## config.mk

```make
export PLATFORM = sky130hd
export DESIGN_NAME = regfile_sb
export DESIGN_NICKNAME = d
export VERILOG_FILES = /design/src/rtl/titan_pkg.sv /design/src/rtl/reg_scoreboard.sv /design/src/rtl/regfile_sb.sv
export SDC_FILE = /design/constraint.sdc
export NUM_CORES = 2
export LEC_CHECK = 0
export CORE_ASPECT_RATIO = 2
export CORE_MARGIN = 5
export CORE_UTILIZATION = 30
export DETAILED_ROUTE_END_ITERATION = 10
export GPL_TIMING_DRIVEN = 0
export HOLD_SLACK_MARGIN = 0.02
export PLACE_DENSITY = 0.42
export RECOVER_POWER = 50
export SETUP_SLACK_MARGIN = 0.4
export SYNTH_ARGS = -nofsm -noshare
export SYNTH_HDL_FRONTEND = slang
export SYNTH_HIERARCHICAL = 1
export SYNTH_SLANG_ARGS = --single-unit
```

## constraint.sdc

```tcl
create_clock -name clk -period 55.6 [get_ports clk]
set_input_delay 13.9 -clock clk [delete_from_list [all_inputs] [get_ports clk]]
set_output_delay 13.9 -clock clk [all_outputs]
set_load 0.05 [all_outputs]
```

## src/rtl/titan_pkg.sv

```systemverilog
// ---------------------------------------------------------------------------
// titan_pkg
// Shared definitions for the Titan register file slice.
//  - Default widths and the link-register index used by regfile_sb.
//  - wrSrcE: which write port(s) commit on a given edge.
//  - arbitrate(): resolves the general and link write ports into one wrSrcE.
// No ports (package).
// ---------------------------------------------------------------------------
package titan_pkg;

  localparam int DATA_W_DEF   = 32;
  localparam int ADDR_W_DEF   = 5;
  localparam int LINK_REG_DEF = 31;
  localparam int ZERO_REG_DEF = 1;
  localparam int CNT_W_DEF    = 16;

  // Which storage ports commit this cycle. Both ports can commit together
  // when they target different registers.
  typedef enum logic [1:0] {
    WR_NONE    = 2'd0,
    WR_GENERAL = 2'd1,
    WR_LINK    = 2'd2,
    WR_BOTH    = 2'd3
  } wrSrcE;

  // genOk/linkOk are the port enables with discarded targets already removed.
  // collide means the general port targets the link register, in which case
  // the general port wins and the link write is dropped.
  function automatic wrSrcE arbitrate(input logic genOk,
                                      input logic linkOk,
                                      input logic collide);
    wrSrcE src;
    src = WR_NONE;
    if (genOk && linkOk && !collide) begin
      src = WR_BOTH;
    end else if (genOk) begin
      src = WR_GENERAL;
    end else if (linkOk && !collide) begin
      src = WR_LINK;
    end
    return src;
  endfunction

endpackage

```

## src/rtl/reg_scoreboard.sv

```systemverilog
// ---------------------------------------------------------------------------
// reg_scoreboard
// Per-register busy tracking for the issue stage plus a stall counter.
// Ports:
//  clk, reset        clock, asynchronous active-high reset
//  clrVec            one-hot-or-two vector of registers written this cycle
//  issue_valid       decode presents an instruction
//  issue_dest        its destination index
//  issue_has_dest    instruction writes a register
//  issue_use_rt      instruction reads rt
//  rs_addr, rt_addr  source indices of the presented instruction
//  issue_stall       combinational hazard flag
//  busy              registered busy vector
//  stall_cnt         saturating count of stalled cycles
// ---------------------------------------------------------------------------
module reg_scoreboard
  import titan_pkg::*;
#(
  parameter int ADDR_W   = ADDR_W_DEF,
  parameter int ZERO_REG = ZERO_REG_DEF,
  parameter int CNT_W    = CNT_W_DEF,
  localparam int DEPTH   = 1 << ADDR_W
) (
  input  logic              clk,
  input  logic              reset,
  input  logic [DEPTH-1:0]  clrVec,
  input  logic              issue_valid,
  input  logic [ADDR_W-1:0] issue_dest,
  input  logic              issue_has_dest,
  input  logic              issue_use_rt,
  input  logic [ADDR_W-1:0] rs_addr,
  input  logic [ADDR_W-1:0] rt_addr,
  output logic              issue_stall,
  output logic [DEPTH-1:0]  busy,
  output logic [CNT_W-1:0]  stall_cnt
);

  logic [DEPTH-1:0] effBusy;
  logic [DEPTH-1:0] setVec;
  logic             destAllowed;

  // A register being written this very cycle is no longer a hazard: the
  // bypass in the read path already delivers the new value.
  assign effBusy = busy & ~clrVec;

  // Hazard detection: RAW on rs, RAW on rt when used, WAW on the destination.
  always_comb begin
    issue_stall = 1'b0;
    if (issue_valid) begin
      issue_stall = effBusy[rs_addr]
                  | (issue_use_rt & effBusy[rt_addr])
                  | (issue_has_dest & effBusy[issue_dest]);
    end
  end

  // Register 0 is never marked busy when it is hard-wired to zero, since
  // nothing will ever write it back.
  assign destAllowed = !((ZERO_REG != 0) && (issue_dest == '0));

  always_comb begin
    setVec = '0;
    if (issue_valid && issue_has_dest && !issue_stall && destAllowed) begin
      setVec[issue_dest] = 1'b1;
    end
  end

  // Clear first, then OR in the new reservation so that a set and a clear of
  // the same index on one edge leaves the register busy.
  always_ff @(posedge clk or posedge reset) begin
    if (reset) begin
      busy <= '0;
    end else begin
      busy <= (busy & ~clrVec) | setVec;
    end
  end

  // Saturating stall counter; holds at all-ones rather than wrapping.
  always_ff @(posedge clk or posedge reset) begin
    if (reset) begin
      stall_cnt <= '0;
    end else if (issue_stall && (stall_cnt != {CNT_W{1'b1}})) begin
      stall_cnt <= stall_cnt + CNT_W'(1);
    end
  end

endmodule

```

## src/rtl/regfile_sb.sv

```systemverilog
// ---------------------------------------------------------------------------
// regfile_sb
// Titan register file: DEPTH x DATA_W storage, two combinational read ports,
// a general writeback port and a dedicated link-register write port, with
// same-cycle write-to-read bypass and an issue scoreboard (reg_scoreboard).
// Ports:
//  clk, reset                       clock, asynchronous active-high reset
//  wr_en, wr_addr, wr_data          writeback port
//  link_wr_en, link_wdata           link-register write port
//  rs_addr/rs_data, rt_addr/rt_data read ports A and B (combinational)
//  link_rdata                       current link register (combinational)
//  issue_valid, issue_dest,
//  issue_has_dest, issue_use_rt     instruction presented by decode
//  issue_stall                      hazard, hold decode
//  busy                             scoreboard bits
//  stall_cnt                        saturating stalled-cycle counter
// ---------------------------------------------------------------------------
module regfile_sb
  import titan_pkg::*;
#(
  parameter int DATA_W   = DATA_W_DEF,
  parameter int ADDR_W   = ADDR_W_DEF,
  parameter int LINK_REG = LINK_REG_DEF,
  parameter int ZERO_REG = ZERO_REG_DEF,
  parameter int CNT_W    = CNT_W_DEF,
  localparam int DEPTH   = 1 << ADDR_W
) (
  input  logic              clk,
  input  logic              reset,
  input  logic              wr_en,
  input  logic [ADDR_W-1:0] wr_addr,
  input  logic [DATA_W-1:0] wr_data,
  input  logic              link_wr_en,
  input  logic [DATA_W-1:0] link_wdata,
  input  logic [ADDR_W-1:0] rs_addr,
  input  logic [ADDR_W-1:0] rt_addr,
  output logic [DATA_W-1:0] rs_data,
  output logic [DATA_W-1:0] rt_data,
  output logic [DATA_W-1:0] link_rdata,
  input  logic              issue_valid,
  input  logic [ADDR_W-1:0] issue_dest,
  input  logic              issue_has_dest,
  input  logic              issue_use_rt,
  output logic              issue_stall,
  output logic [DEPTH-1:0]  busy,
  output logic [CNT_W-1:0]  stall_cnt
);

  localparam logic [ADDR_W-1:0] LINK_IDX = ADDR_W'(LINK_REG);
  localparam bit                LINK_IS_ZERO = (ZERO_REG != 0) && (LINK_REG == 0);

  logic [DATA_W-1:0] mem [DEPTH];

  logic       genOk;
  logic       linkOk;
  logic       collide;
  wrSrcE      wrSrc;
  logic       genCommit;
  logic       linkCommit;
  logic [DEPTH-1:0] clrVec;

  // Writes to a hard-wired zero register are discarded before arbitration so
  // they neither store, bypass, nor clear a busy bit.
  assign genOk   = wr_en && !((ZERO_REG != 0) && (wr_addr == '0));
  assign linkOk  = link_wr_en && !LINK_IS_ZERO;
  assign collide = wr_en && (wr_addr == LINK_IDX);

  assign wrSrc      = arbitrate(genOk, linkOk, collide);
  assign genCommit  = (wrSrc == WR_GENERAL) || (wrSrc == WR_BOTH);
  assign linkCommit = (wrSrc == WR_LINK)    || (wrSrc == WR_BOTH);

  // Storage. Reset clears every entry; a write presented while reset is
  // asserted never lands because the reset branch owns the edge.
  always_ff @(posedge clk or posedge reset) begin
    if (reset) begin
      for (int i = 0; i < DEPTH; i++) begin
        mem[i] <= '0;
      end
    end else begin
      if (genCommit) begin
        mem[wr_addr] <= wr_data;
      end
      if (linkCommit) begin
        mem[LINK_IDX] <= link_wdata;
      end
    end
  end

  // Registers receiving a committed write this cycle; the scoreboard uses it
  // both to retire busy bits and to mask hazards the bypass already covers.
  always_comb begin
    clrVec = '0;
    if (genCommit) begin
      clrVec[wr_addr] = 1'b1;
    end
    if (linkCommit) begin
      clrVec[LINK_IDX] = 1'b1;
    end
  end

  // One read path shared by all three read outputs: zero register first, then
  // whichever committed write targets the index, then stored contents.
  function automatic logic [DATA_W-1:0] readPort(input logic [ADDR_W-1:0] idx);
    logic [DATA_W-1:0] val;
    if ((ZERO_REG != 0) && (idx == '0)) begin
      val = '0;
    end else if (genCommit && (wr_addr == idx)) begin
      val = wr_data;
    end else if (linkCommit && (LINK_IDX == idx)) begin
      val = link_wdata;
    end else begin
      val = mem[idx];
    end
    return val;
  endfunction

  always_comb begin
    rs_data    = readPort(rs_addr);
    rt_data    = readPort(rt_addr);
    link_rdata = readPort(LINK_IDX);
  end

  reg_scoreboard #(
    .ADDR_W   (ADDR_W),
    .ZERO_REG (ZERO_REG),
    .CNT_W    (CNT_W)
  ) uScoreboard (
    .clk            (clk),
    .reset          (reset),
    .clrVec         (clrVec),
    .issue_valid    (issue_valid),
    .issue_dest     (issue_dest),
    .issue_has_dest (issue_has_dest),
    .issue_use_rt   (issue_use_rt),
    .rs_addr        (rs_addr),
    .rt_addr        (rt_addr),
    .issue_stall    (issue_stall),
    .busy           (busy),
    .stall_cnt      (stall_cnt)
  );

endmodule

```

==> reports/qor.yml <==
slowest_delay_ns: 1.35
cts-htree-levels: 3
clkLatencyLatePin_ns: 0.76
finalPower_mw: 2.54
synth_area_um2: 59900
timing.critical_path.to: "issue_stall"
r2r-start: "uScoreboard/busy[13]$_DFF_PP0_"
dpl_worst_slack_ns: 21.13
synth_async_sr_flop_share_pct: 100
finalMaxSlewViolations: 935
io_pins: 236
numCtsBuffers: 108
fin_crit_ns: 34.81
r2r_cells: 10
die_w_um: 326
row_count: 232
core_area_um2: 199000
synth-compound-area-share_pct: 5.58
status: "finished with violations"
routed_wl_mm: 376
grt_start_max_net_pins: 120
syn_area_per_cell_um2: 11.7
final_cells: 8157
drc: 0
worstPathCellList: "dlygate4sd3_1, nor3_1, a21bo_1, nor3_1, nand2_1, buf_2, inv_1, nand2b_1, mux4_2, mux2_2, a211o_1, o2111ai_1, or2_1, buf_4, buf_4, and2_1, clkdlybuf4s50_1"
violations: "capacitance limit, slew limit"
clkSlewWorstSetupHoldPaths_ns: 0.07
synth.area.top_cells: "dfrtp_1, mux4_2, mux2_2"
avgRoutedWirePerCell_um: 46.1
syn_inst: 5109
fin_nets: 5556
r2r_end: "uScoreboard/stall_cnt[3]$_DFFE_PP0P_"
min_period_over_period_pct: 62.6
ir_drop_mv: 0.0279
cp_slowest_cell: "nor3_1"
worstHoldPathCells: 1
critPathLaunch: "wr_addr[4]"
avgViaCountPerCell: 6.09
synth-adder-area-share_pct: 0.0209
vias: 49681
fin_area_um2: 69300
clockBufferDepth: 3
area_growth_pct: 15.8
maxCapViolCount: 23
hp-class: "flop to flop"
antenna_found_initial: 28
yosysMostFrequentCell: "nand2_1"
power.leakage_nw: 30.5
drive_above_1_share_pct: 25.5
path_class: "input port to output pin"
dp_cells: 7925
seq_area_frac_synth_pct: 44.8
max_freq_mhz: 28.7
rsz0062_at_grt: "false"
holdWs_ns: 0.479
cts_resized: 0
start_kind: "input port"
hpwl_mm: 277
start_util_pct: 30.1
worstPathArrival_ns: 20.91
clock_sinks: 1072
fillers: 20036
synth_top_family_by_area: "multiplexers"
setup_viol: 0
fp.dieArea_um2: 209000
worst_slack_ns: 20.79
end_kind: "output pin"
synth-edff-count: 0
max-slew-margin-rel_pct: -346
grt_pass1_vias: 49997
gp_congestion: 1.01
ys_types: 76
post_cts_buffers: 0
antenna_left: 0
critPathMaxFanout: 10
detailed_place.area_um2: 65800
reg2reg_slack_ns: 52.47
finClkSkew_ns: 0.0140
hold_viol: 0
io_buffers: 226
yosys_warnings: 6
holdBufCountCts: 0
power_density_nw_per_um2: 36.6
cts_tree: "done"
synth_area_leader_cell: "dfrtp_1"
synth.area.mux_share_pct: 33.4
critPathRequiredTime_ns: 41.70
synth_top_flop_cell: "dfrtp_1"
grt_pass1_wl_mm: 488
dr.first_iter.drc_count: 5655
die_h_um: 642
first_pass_iters: 6
cts_root_buffer: "clkbuf_16"
worst_pin_slew_ns: 6.70
overflow: 0
synth-seq-cells: 1072
ys_top_cells_by_count: "nand2_1, dfrtp_1, mux4_2, mux2_2, clkbuf_1"
synth.top_cell.area_share_pct: 44.8
synth_simple_gate_area_share_pct: 11.3
grt_usage_pct: 35.1
synth-xor-area-share_pct: 0.366
==> worst max-delay path: cells and delay by family <==
| family | cells | cell delay (ns) |
|---|---|---|
| multiplexers | 2 | 0.75 |
| buffers and inverters | 6 | 2.46 |
| AND/OR/NAND/NOR | 6 | 2.74 |
| AO/OA/AOI/OAI | 3 | 1.04 |
==> cells in the final DEF, fill, tap and decap left out, types with 8 or more instances in the layout <==
master / netlist / routed
a211o_1: 8 / 8
a31oi_1: 9 / 9
dlygate4sd3_1: 0 / 51
buf_1: 48 / 43
clkbuf_16: 0 / 111
nand2b_1: 38 / 38
mux2i_1: 217 / 217
inv_1: 30 / 30
nand2_1: 1373 / 1373
o21ai_0: 143 / 143
a211oi_1: 76 / 73
nor2b_1: 47 / 47
o21ai_1: 22 / 22
mux2_2: 483 / 483
clkbuf_8: 0 / 24
clkbuf_1: 263 / 294
a21oi_1: 75 / 75
nor2_1: 37 / 35
mux4_2: 507 / 507
mux2_1: 88 / 88
nand3_1: 21 / 21
clkinv_2: 0 / 17
clkbuf_2: 0 / 20
nor3b_1: 11 / 13
dfrtp_1: 1072 / 1072
clkdlybuf4s50_1: 0 / 175
buf_6: 26 / 27
nand4_1: 13 / 13
a22oi_1: 16 / 16
o22ai_1: 63 / 63
buf_4: 54 / 55
diode_2: 0 / 30
o211ai_1: 15 / 15
buf_2: 129 / 116
nand3b_1: 11 / 11
xnor2_1: 21 / 21
and3_1: 14 / 14
o31ai_1: 55 / 55
bufinv_16: 0 / 9
nor3_1: 16 / 17
==> logic make-up (layout without fill, tap and decap cells) <==
logic type	after synthesis	after routing
DFF	1072	1072
buffers and inverters	554	997
AOI/OAI and AO/OA	525	525
and+or+nand+nor	1636	1636
muxes	1295	1295
other	1	32
adders and majority gates	1	1
xor gates and xnor gates	25	25
==> flip-flops by register name, indices dropped and copies added, names as in the netlist <==
name / flops
mem: 1024
uScoreboard/busy: 32
uScoreboard/stall_cnt: 16
==> power breakdown <==
group          total, mW  internal (mW)  switching, mW  leakage (nW)
Combinational      0.692          0.281          0.411          14.9
Clock              0.804          0.440          0.363          1.80
Sequential          1.04          0.922          0.121          13.8
Total               2.54           1.64          0.896          30.5
==> through the flow <==
stage / TNS [ns] / utilization (%)
global route: 0 / 34.8
global placement: -1990.48 / 32.8
CTS: 0 / 34.9
floorplan: 0 / -
finish: 0 / 34.8
detailed placement: 0 / 33.0
==> how the worst min path moves through the flow <==
stage / startpoint / end / slack [ns]
after floorplan: mem[1001]$_DFFE_PP0P_ / mem[1001]$_DFFE_PP0P_ / 0.44
after global placement: mem[1011]$_DFFE_PP0P_ / mem[1011]$_DFFE_PP0P_ / 0.45
after detailed placement: mem[1011]$_DFFE_PP0P_ / mem[1011]$_DFFE_PP0P_ / 0.47
after CTS: mem[1011]$_DFFE_PP0P_ / mem[1011]$_DFFE_PP0P_ / 0.48
after global routing: mem[1021]$_DFFE_PP0P_ / mem[1021]$_DFFE_PP0P_ / 0.50
final: mem[1017]$_DFFE_PP0P_ / mem[1017]$_DFFE_PP0P_ / 0.48
==> per-layer routing <==
layer / wire length [um] / GRT usage [%] / up-vias
met1: 118000 / 35.6 / 26145
li1: - / - / 19148
met4: 55400 / 39.9 / 12
met3: 27100 / 7.53 / 1250
met5: 78 / 0.0231 / -
met2: 175000 / 56.4 / 3126
==> cell type report <==
| cell class | instances | area, um2 | area share, % |
|---|---|---|---|
| Clock inverter | 39 | 478 | 0.689 |
| Timing Repair Buffer | 244 | 2480 | 3.57 |
| Sequential cell | 1072 | 26800 | 38.7 |
| Antenna cell | 30 | 75.1 | 0.108 |
| Inverter | 32 | 121 | 0.175 |
| Tap cell | 2574 | 3220 | 4.64 |
| Multi-Input combinational cell | 3484 | 30400 | 43.8 |
| Buffer | 522 | 2550 | 3.68 |
| Clock buffer | 160 | 3200 | 4.62 |
Note: power is estimated with default switching activity, not from simulation.
